## config.mk

```make
export PLATFORM = sky130hd
export DESIGN_NAME = cci_test_csr_bank
export DESIGN_NICKNAME = d
export VERILOG_FILES = /design/src/rtl/cci_test_csr_bank.sv
export SDC_FILE = /design/constraint.sdc
export NUM_CORES = 2
export LEC_CHECK = 0
export CORE_AREA = 8 8 529 531
export CTS_BUF_LIST = sky130_fd_sc_hd__clkbuf_16
export DETAILED_ROUTE_END_ITERATION = 10
export DIE_AREA = 0 0 537 539
export SYNTH_ARGS = -nofsm -noshare
export SYNTH_HDL_FRONTEND = slang
export SYNTH_SLANG_ARGS = --single-unit
```

## constraint.sdc

```tcl
create_clock -name clk -period 6.65 [get_ports clk]
set_clock_uncertainty 0.1 [all_clocks]
set_input_delay 0.9975 -clock clk [delete_from_list [all_inputs] [get_ports clk]]
set_output_delay 0.9975 -clock clk [all_outputs]
set_load 0.03 [all_outputs]
```

## src/rtl/cci_test_csr_bank.sv

```systemverilog
// cci_test_csr_bank
//   MMIO CSR bank for MPF test AFUs. Decodes CCI-P MMIO requests against a
//   window of test CSRs followed by event counters. Local read responses are
//   queued and merged with AFU pass-through responses, which always win the
//   output slot.
//
// Ports:
//   clk, reset                 clock, synchronous active-high reset
//   mmio_req_*                 incoming MMIO request (addr in 4-byte units)
//   csr_rd_data                read values of the test CSRs (64 bits each)
//   ctr_inc                    per-counter increment this cycle (3 bits each)
//   afu_rsp_*                  pass-through read response from the AFU
//   csr_wr_en/mask/data        one-cycle write strobe to the test CSRs
//   rsp_*                      merged MMIO read response toward the FIU
//   err_rsp_overflow           sticky: a local read response was dropped
module cci_test_csr_bank #(
  parameter int NUM_TEST_CSRS  = 16,
  parameter int CSR_BASE       = 32,
  parameter int NUM_EVENT_CTRS = 8,
  parameter int CTR_WIDTH      = 48,
  parameter int CTR_SATURATE   = 0,
  parameter int RSP_FIFO_DEPTH = 8
) (
  input  logic                        clk,
  input  logic                        reset,
  input  logic                        mmio_req_valid,
  input  logic                        mmio_req_is_read,
  input  logic [15:0]                 mmio_req_addr,
  input  logic                        mmio_req_len64,
  input  logic [8:0]                  mmio_req_tid,
  input  logic [63:0]                 mmio_req_data,
  input  logic [NUM_TEST_CSRS*64-1:0] csr_rd_data,
  input  logic [NUM_EVENT_CTRS*3-1:0] ctr_inc,
  input  logic                        afu_rsp_valid,
  input  logic [8:0]                  afu_rsp_tid,
  input  logic [63:0]                 afu_rsp_data,
  output logic [NUM_TEST_CSRS-1:0]    csr_wr_en,
  output logic [1:0]                  csr_wr_mask,
  output logic [63:0]                 csr_wr_data,
  output logic                        rsp_valid,
  output logic [8:0]                  rsp_tid,
  output logic [63:0]                 rsp_data,
  output logic                        err_rsp_overflow
);

  localparam int NT     = NUM_TEST_CSRS;
  localparam int NE     = NUM_EVENT_CTRS;
  localparam int IDX_W  = 7;
  localparam int PTR_W  = $clog2(RSP_FIFO_DEPTH);
  localparam int CW     = PTR_W + 1;
  localparam int SW     = CTR_WIDTH + 4;
  localparam int ENT_W  = 9 + 64;
  localparam logic [15:0] WIN_LO = 16'(CSR_BASE);
  localparam logic [15:0] WIN_HI = 16'(CSR_BASE + NT + NE);
  localparam logic [CTR_WIDTH-1:0] CTR_MAX = '1;

  // Add an increment to a counter, clamping or wrapping on overflow.
  function automatic logic [CTR_WIDTH-1:0] ctr_add(input logic [CTR_WIDTH-1:0] cur,
                                                   input logic [2:0] inc);
    logic [SW-1:0] sum;
    sum = SW'(cur) + SW'(inc);
    if (sum[SW-1:CTR_WIDTH] != '0)
      return (CTR_SATURATE != 0) ? CTR_MAX : sum[CTR_WIDTH-1:0];
    return sum[CTR_WIDTH-1:0];
  endfunction

  // ---- stage p0: request decode ----
  logic [14:0]      req_word;
  logic [15:0]      req_off_full;
  logic [IDX_W-1:0] req_idx;
  logic             req_hit, req_is_csr;
  logic             unused_off_bits;

  assign req_word        = mmio_req_addr[15:1];
  assign req_off_full    = {1'b0, req_word} - WIN_LO;
  assign req_idx         = req_off_full[IDX_W-1:0];
  assign unused_off_bits = ^req_off_full[15:IDX_W];
  assign req_hit         = mmio_req_valid && ({1'b0, req_word} >= WIN_LO) &&
                           ({1'b0, req_word} < WIN_HI);
  assign req_is_csr      = req_idx < IDX_W'(NT);

  logic [NT-1:0] wr_en_d, wr_en_q;
  logic [1:0]    wr_mask_d, wr_mask_q;
  logic [63:0]   wr_data_d, wr_data_q;

  always_comb begin
    wr_en_d   = '0;
    wr_mask_d = 2'b00;
    wr_data_d = wr_data_q;
    if (req_hit && !mmio_req_is_read && req_is_csr) begin
      for (int i = 0; i < NT; i++)
        if (req_idx == IDX_W'(i)) wr_en_d[i] = 1'b1;
      if (mmio_req_len64) begin
        wr_mask_d = 2'b11;
        wr_data_d = mmio_req_data;
      end else begin
        wr_mask_d = mmio_req_addr[0] ? 2'b10 : 2'b01;
        wr_data_d = {mmio_req_data[31:0], mmio_req_data[31:0]};
      end
    end
  end

  logic             rd_vld_p1_q, clr_vld_p1_q, len64_p1_q, hi_p1_q;
  logic [IDX_W-1:0] idx_p1_q;
  logic [8:0]       tid_p1_q;

  always_ff @(posedge clk) begin
    if (reset) begin
      rd_vld_p1_q  <= 1'b0;
      clr_vld_p1_q <= 1'b0;
      idx_p1_q     <= '0;
      tid_p1_q     <= '0;
      len64_p1_q   <= 1'b0;
      hi_p1_q      <= 1'b0;
      wr_en_q      <= '0;
      wr_mask_q    <= 2'b00;
      wr_data_q    <= '0;
    end else begin
      rd_vld_p1_q  <= req_hit && mmio_req_is_read;
      clr_vld_p1_q <= req_hit && !mmio_req_is_read && !req_is_csr;
      idx_p1_q     <= req_idx;
      tid_p1_q     <= mmio_req_tid;
      len64_p1_q   <= mmio_req_len64;
      hi_p1_q      <= mmio_req_addr[0];
      wr_en_q      <= wr_en_d;
      wr_mask_q    <= wr_mask_d;
      wr_data_q    <= wr_data_d;
    end
  end

  // ---- stage p1: read data select, counter update, response enqueue ----
  logic [CTR_WIDTH-1:0] ctr_q [NE];
  logic [63:0]          rd_word, rd_data;
  logic [31:0]          rd_dword;

  always_comb begin
    rd_word = '0;
    for (int i = 0; i < NT; i++)
      if (idx_p1_q == IDX_W'(i)) rd_word = csr_rd_data[i*64 +: 64];
    for (int i = 0; i < NE; i++)
      if (idx_p1_q == IDX_W'(NT + i)) rd_word = 64'(ctr_q[i]);
    rd_dword = hi_p1_q ? rd_word[63:32] : rd_word[31:0];
    rd_data  = len64_p1_q ? rd_word : {rd_dword, rd_dword};
  end

  // A clear in the same cycle as an increment wins.
  always_ff @(posedge clk) begin
    for (int i = 0; i < NE; i++) begin
      if (reset)
        ctr_q[i] <= '0;
      else if (clr_vld_p1_q && idx_p1_q == IDX_W'(NT + i))
        ctr_q[i] <= '0;
      else
        ctr_q[i] <= ctr_add(ctr_q[i], ctr_inc[i*3 +: 3]);
    end
  end

  logic [ENT_W-1:0] fifo_mem [RSP_FIFO_DEPTH];
  logic [PTR_W-1:0] wr_ptr_q, rd_ptr_q;
  logic [CW-1:0]    cnt_q;
  logic             fifo_empty, fifo_full, pop, push, drop;
  logic [ENT_W-1:0] fifo_head;

  assign fifo_empty = (cnt_q == '0);
  assign fifo_full  = (cnt_q == CW'(RSP_FIFO_DEPTH));
  // AFU responses own the output slot; the queue drains only in free cycles.
  assign pop        = !afu_rsp_valid && !fifo_empty;
  // A pop in the same cycle frees a slot, so a full queue can still accept.
  assign push       = rd_vld_p1_q && (!fifo_full || pop);
  assign drop       = rd_vld_p1_q && fifo_full && !pop;
  assign fifo_head  = fifo_mem[rd_ptr_q];

  always_ff @(posedge clk) begin
    if (push) fifo_mem[wr_ptr_q] <= {tid_p1_q, rd_data};
  end

  always_ff @(posedge clk) begin
    if (reset) begin
      wr_ptr_q <= '0;
      rd_ptr_q <= '0;
      cnt_q    <= '0;
    end else begin
      if (push) wr_ptr_q <= wr_ptr_q + PTR_W'(1);
      if (pop)  rd_ptr_q <= rd_ptr_q + PTR_W'(1);
      if (push && !pop)      cnt_q <= cnt_q + CW'(1);
      else if (pop && !push) cnt_q <= cnt_q - CW'(1);
    end
  end

  // ---- stage p2: merged response output ----
  logic        rsp_valid_q, err_q;
  logic [8:0]  rsp_tid_q;
  logic [63:0] rsp_data_q;

  always_ff @(posedge clk) begin
    if (reset) begin
      rsp_valid_q <= 1'b0;
      rsp_tid_q   <= '0;
      rsp_data_q  <= '0;
      err_q       <= 1'b0;
    end else begin
      rsp_valid_q <= afu_rsp_valid || pop;
      if (afu_rsp_valid) begin
        rsp_tid_q  <= afu_rsp_tid;
        rsp_data_q <= afu_rsp_data;
      end else if (pop) begin
        rsp_tid_q  <= fifo_head[ENT_W-1:64];
        rsp_data_q <= fifo_head[63:0];
      end
      if (drop) err_q <= 1'b1;
    end
  end

  assign csr_wr_en        = wr_en_q;
  assign csr_wr_mask      = wr_mask_q;
  assign csr_wr_data      = wr_data_q;
  assign rsp_valid        = rsp_valid_q;
  assign rsp_tid          = rsp_tid_q;
  assign rsp_data         = rsp_data_q;
  assign err_rsp_overflow = err_q;

endmodule
```

==> results.json <==
{
  "hpwl_mm": 438,
  "final_util": 0.326,
  "min_from": "csr_wr_data[22]$_SDFFE_PP0P_",
  "cts_root_buf": "clkbuf_16",
  "rsz0062_at_grt": "false",
  "r2r_start": "idx_p1_q[1]$_SDFF_PP0_",
  "post_cts.repair.setup_buffers": 0,
  "swShare": 0.326,
  "io_buffers": 1372,
  "wirelength_mm": 536,
  "clock_sink_count": 1158,
  "cts.reportedPaths.clkPinSlew_ps": 60,
  "fin_crit_sh": 0.944,
  "start_kind": "flop",
  "hold_viol": 0,
  "place.gp.congestion": 1.11,
  "setup-tns-final_ps": 0,
  "cts_hold_buf": 0,
  "combinationalPowerShare": 0.231,
  "hp-class": "flop to flop",
  "relSlewSlack": -0.235,
  "arrival_ps": 6660,
  "crit_type": "flop to flop",
  "critPathMaxStageDelay_ps": 1160,
  "netlist_area_sq_um": 63300,
  "violations": "capacitance limit, slew limit",
  "antenna_found_initial": 272,
  "synth_top_area_share": 0.459,
  "clk_path_buf_depth": 3,
  "cp_cell_sequence": "clkinv_2 -> or4_1 -> o2111ai_1 -> nor3b_1 -> o211ai_1 -> a222oi_1 -> buf_4 -> mux2i_1",
  "start_util": 0.233,
  "grt_usage": 0.353,
  "p_per_area_nw_per_um2": 245,
  "area_delta_synth_final_pct": 39.8,
  "synthFlopType": "edfxtp_1",
  "synth_edf_count": 968,
  "cap_violations": 4,
  "synth_most_common_cell": "edfxtp_1",
  "die_w_microns": 537,
  "ys_seq_elements": 1158,
  "grt_pass1_wl_mm": 662,
  "yosysTopAreaCell": "edfxtp_1",
  "period_needed_ps": 6280,
  "ys_seq_area_frac": 0.519,
  "intPower_uw": 14600,
  "overflow": 0,
  "vias_per_cell": 5.76,
  "core_area_sq_um": 272000,
  "drt_iter0_drc": 11400,
  "synthTopCellsByCount": "968 x edfxtp_1, 666 x nor2_1, 379 x a21oi_1",
  "clkLatencyLatePin_ps": 880,
  "final_layout_size_suffix_gt1_frac": 0.107,
  "synth_cell_types": 90,
  "final_nets": 8687,
  "ant_nets": 0,
  "outcome": "finished with violations",
  "ctsResizeCount": 0,
  "p_leak_uw": 0.0299,
  "crit_path_top_delay_cell": "a222oi_1",
  "syn_avg_cell_area_sq_um": 11.0,
  "grt_pass1_vias": 60000,
  "crit_family": "compound AO/OA/AOI/OAI gates",
  "vias": 65100,
  "peakVddDrop_uv": 236,
  "syn_inst": 5738,
  "die_h_microns": 539,
  "p_seq_frac": 0.404,
  "power_frac_clock": 0.365,
  "tightestPinTransition_ps": 1810,
  "cts-htree-levels": 4,
  "max_clock_freq_ghz": 0.159,
  "maxSlewViolCount": 26,
  "synthArstFlopShare": 0,
  "crit_start": "idx_p1_q[1]$_SDFF_PP0_",
  "num_io_pins": 1373,
  "drc": 0,
  "cts_tree": "done",
  "p_switching_uw": 7080,
  "cp_max_fo": 43,
  "yosysWarnings": 0,
  "rows": 192,
  "cts_buffers": 140,
  "grt_max_degree": 97,
  "required_ps": 7030,
  "synth.area.top_cells": "edfxtp_1 46%, dfxtp_1 6.0%, mux4_2 5.8%",
  "first_pass_iters": 9,
  "wl_per_cell_microns": 47.4,
  "crit_buf_inv": 2,
  "die_area_sq_um": 289000,
  "finalSetupViolCount": 0,
  "end_kind": "flop"
}
-- registers in the layout, indices dropped and copies added, names as in the netlist, named ones only --
name              count
cnt_q                 4
csr_wr_mask           2
csr_wr_en            16
rd_ptr_q              3
wr_ptr_q              3
err_rsp_overflow      1
fifo_mem            584
rsp_valid             1
clr_vld_p1_q          1
ctr_q               384
rd_vld_p1_q           1
rsp_tid               9
rsp_data             64
hi_p1_q               1
len64_p1_q            1
tid_p1_q              9
idx_p1_q              7
csr_wr_data          64
-- worst min-delay path, delay by kind of cell, from the launching register on --
family	cells	cell delay, ps
DFF	1	310
and+or+nand+nor	1	50
AOI/OAI and AO/OA	1	50
-- per-layer routing --
metal	part of all wire	track usage	routed length, microns
met1	0.35	0.403	187000
met2	0.42	0.519	227000
met3	0.12	0.134	67000
met4	0.10	0.297	54800
met5	0.0013	0	694
-- power groups by stage --
stage / registers [uW] / clock network (uW) / logic (uW)
after detailed placement: 8910 / 0 / 4870
after floorplan: 8780 / 0 / 2020
after CTS: 8760 / 7980 / 4900
after global placement: 8900 / 0 / 4850
final: 8770 / 7910 / 5010
after global routing: 8780 / 8250 / 5080
-- logic make-up after synthesis --
family	count (synthesis)	share of synthesized area
AND/OR/NAND/NOR	1790	0.136
AO/OA/AOI/OAI	1463	0.155
flip-flops	1158	0.519
buffers and inverters	543	0.0354
multiplexers	430	0.102
XOR/XNOR	312	0.0431
adder cells (fa/ha/maj)	41	0.00916
other	1	0.0000592
-- layout make-up --
| cell class | count | area, sq um |
|---|---|---|
| Tap cell | 3589 | 4490 |
| Inverter | 121 | 460 |
| Fill cell | 27600 | 183000 |
| Antenna cell | 169 | 423 |
| Clock inverter | 115 | 1140 |
| Timing Repair Buffer | 1589 | 15600 |
| Clock buffer | 140 | 3500 |
| Multi-Input combinational cell | 4420 | 30100 |
| Sequential cell | 1158 | 32900 |
-- cells in the final DEF (no fill, tap or decap), drive strengths merged, types with 24 or more instances in the layout --
cell type      instances
xnor2                122
or3                   75
a221oi                52
a31oi                 26
clkbuf               140
o22ai                 85
edfxtp               968
dfxtp                190
nand3                180
nand2b                27
a211oi                61
nand4                 86
o221ai                51
a21oi                379
diode                169
and3                  68
a22o                  37
mux2                 101
buf                  220
nor3                  85
o21ai                293
a222oi                65
and2                  24
ha                    32
nor4                  30
clkinv                55
a21o                  53
conb                 384
a22oi                121
nor2b                 72
a221o                 24
xor2                 190
nand2                362
mux4                 164
clkdlybuf4s50       1369
and4                  35
nor2                 668
o211ai                34
mux2i                165
inv                  163
-- per-stage QoR --
stage / hold WS [ps] / std cells / setup slack [ps] / cell area, sq um / total power (uW)
final: 355 / 11300 / 374 / 88500 / 21700
after global routing: 380 / 11200 / 667 / 88400 / 22100
after CTS: 357 / 11100 / 831 / 88100 / 21600
after detailed placement: 348 / 10900 / 863 / 83400 / 13800
after global placement: 342 / 10900 / 894 / 83400 / 13700
after floorplan: 349 / 6121 / 1410 / 64800 / 10800
-- final timing paths --
path	end	slack, ps	cells after the start
max	fifo_mem[3][19]$_DFFE_PP_	370	8
min	csr_wr_data[22]$_SDFFE_PP0P_	350	2
max reg2reg	fifo_mem[3][19]$_DFFE_PP_	370	8
min reg2reg	csr_wr_data[22]$_SDFFE_PP0P_	350	2
No activity file was read; power rests on OpenSTA's default activity.
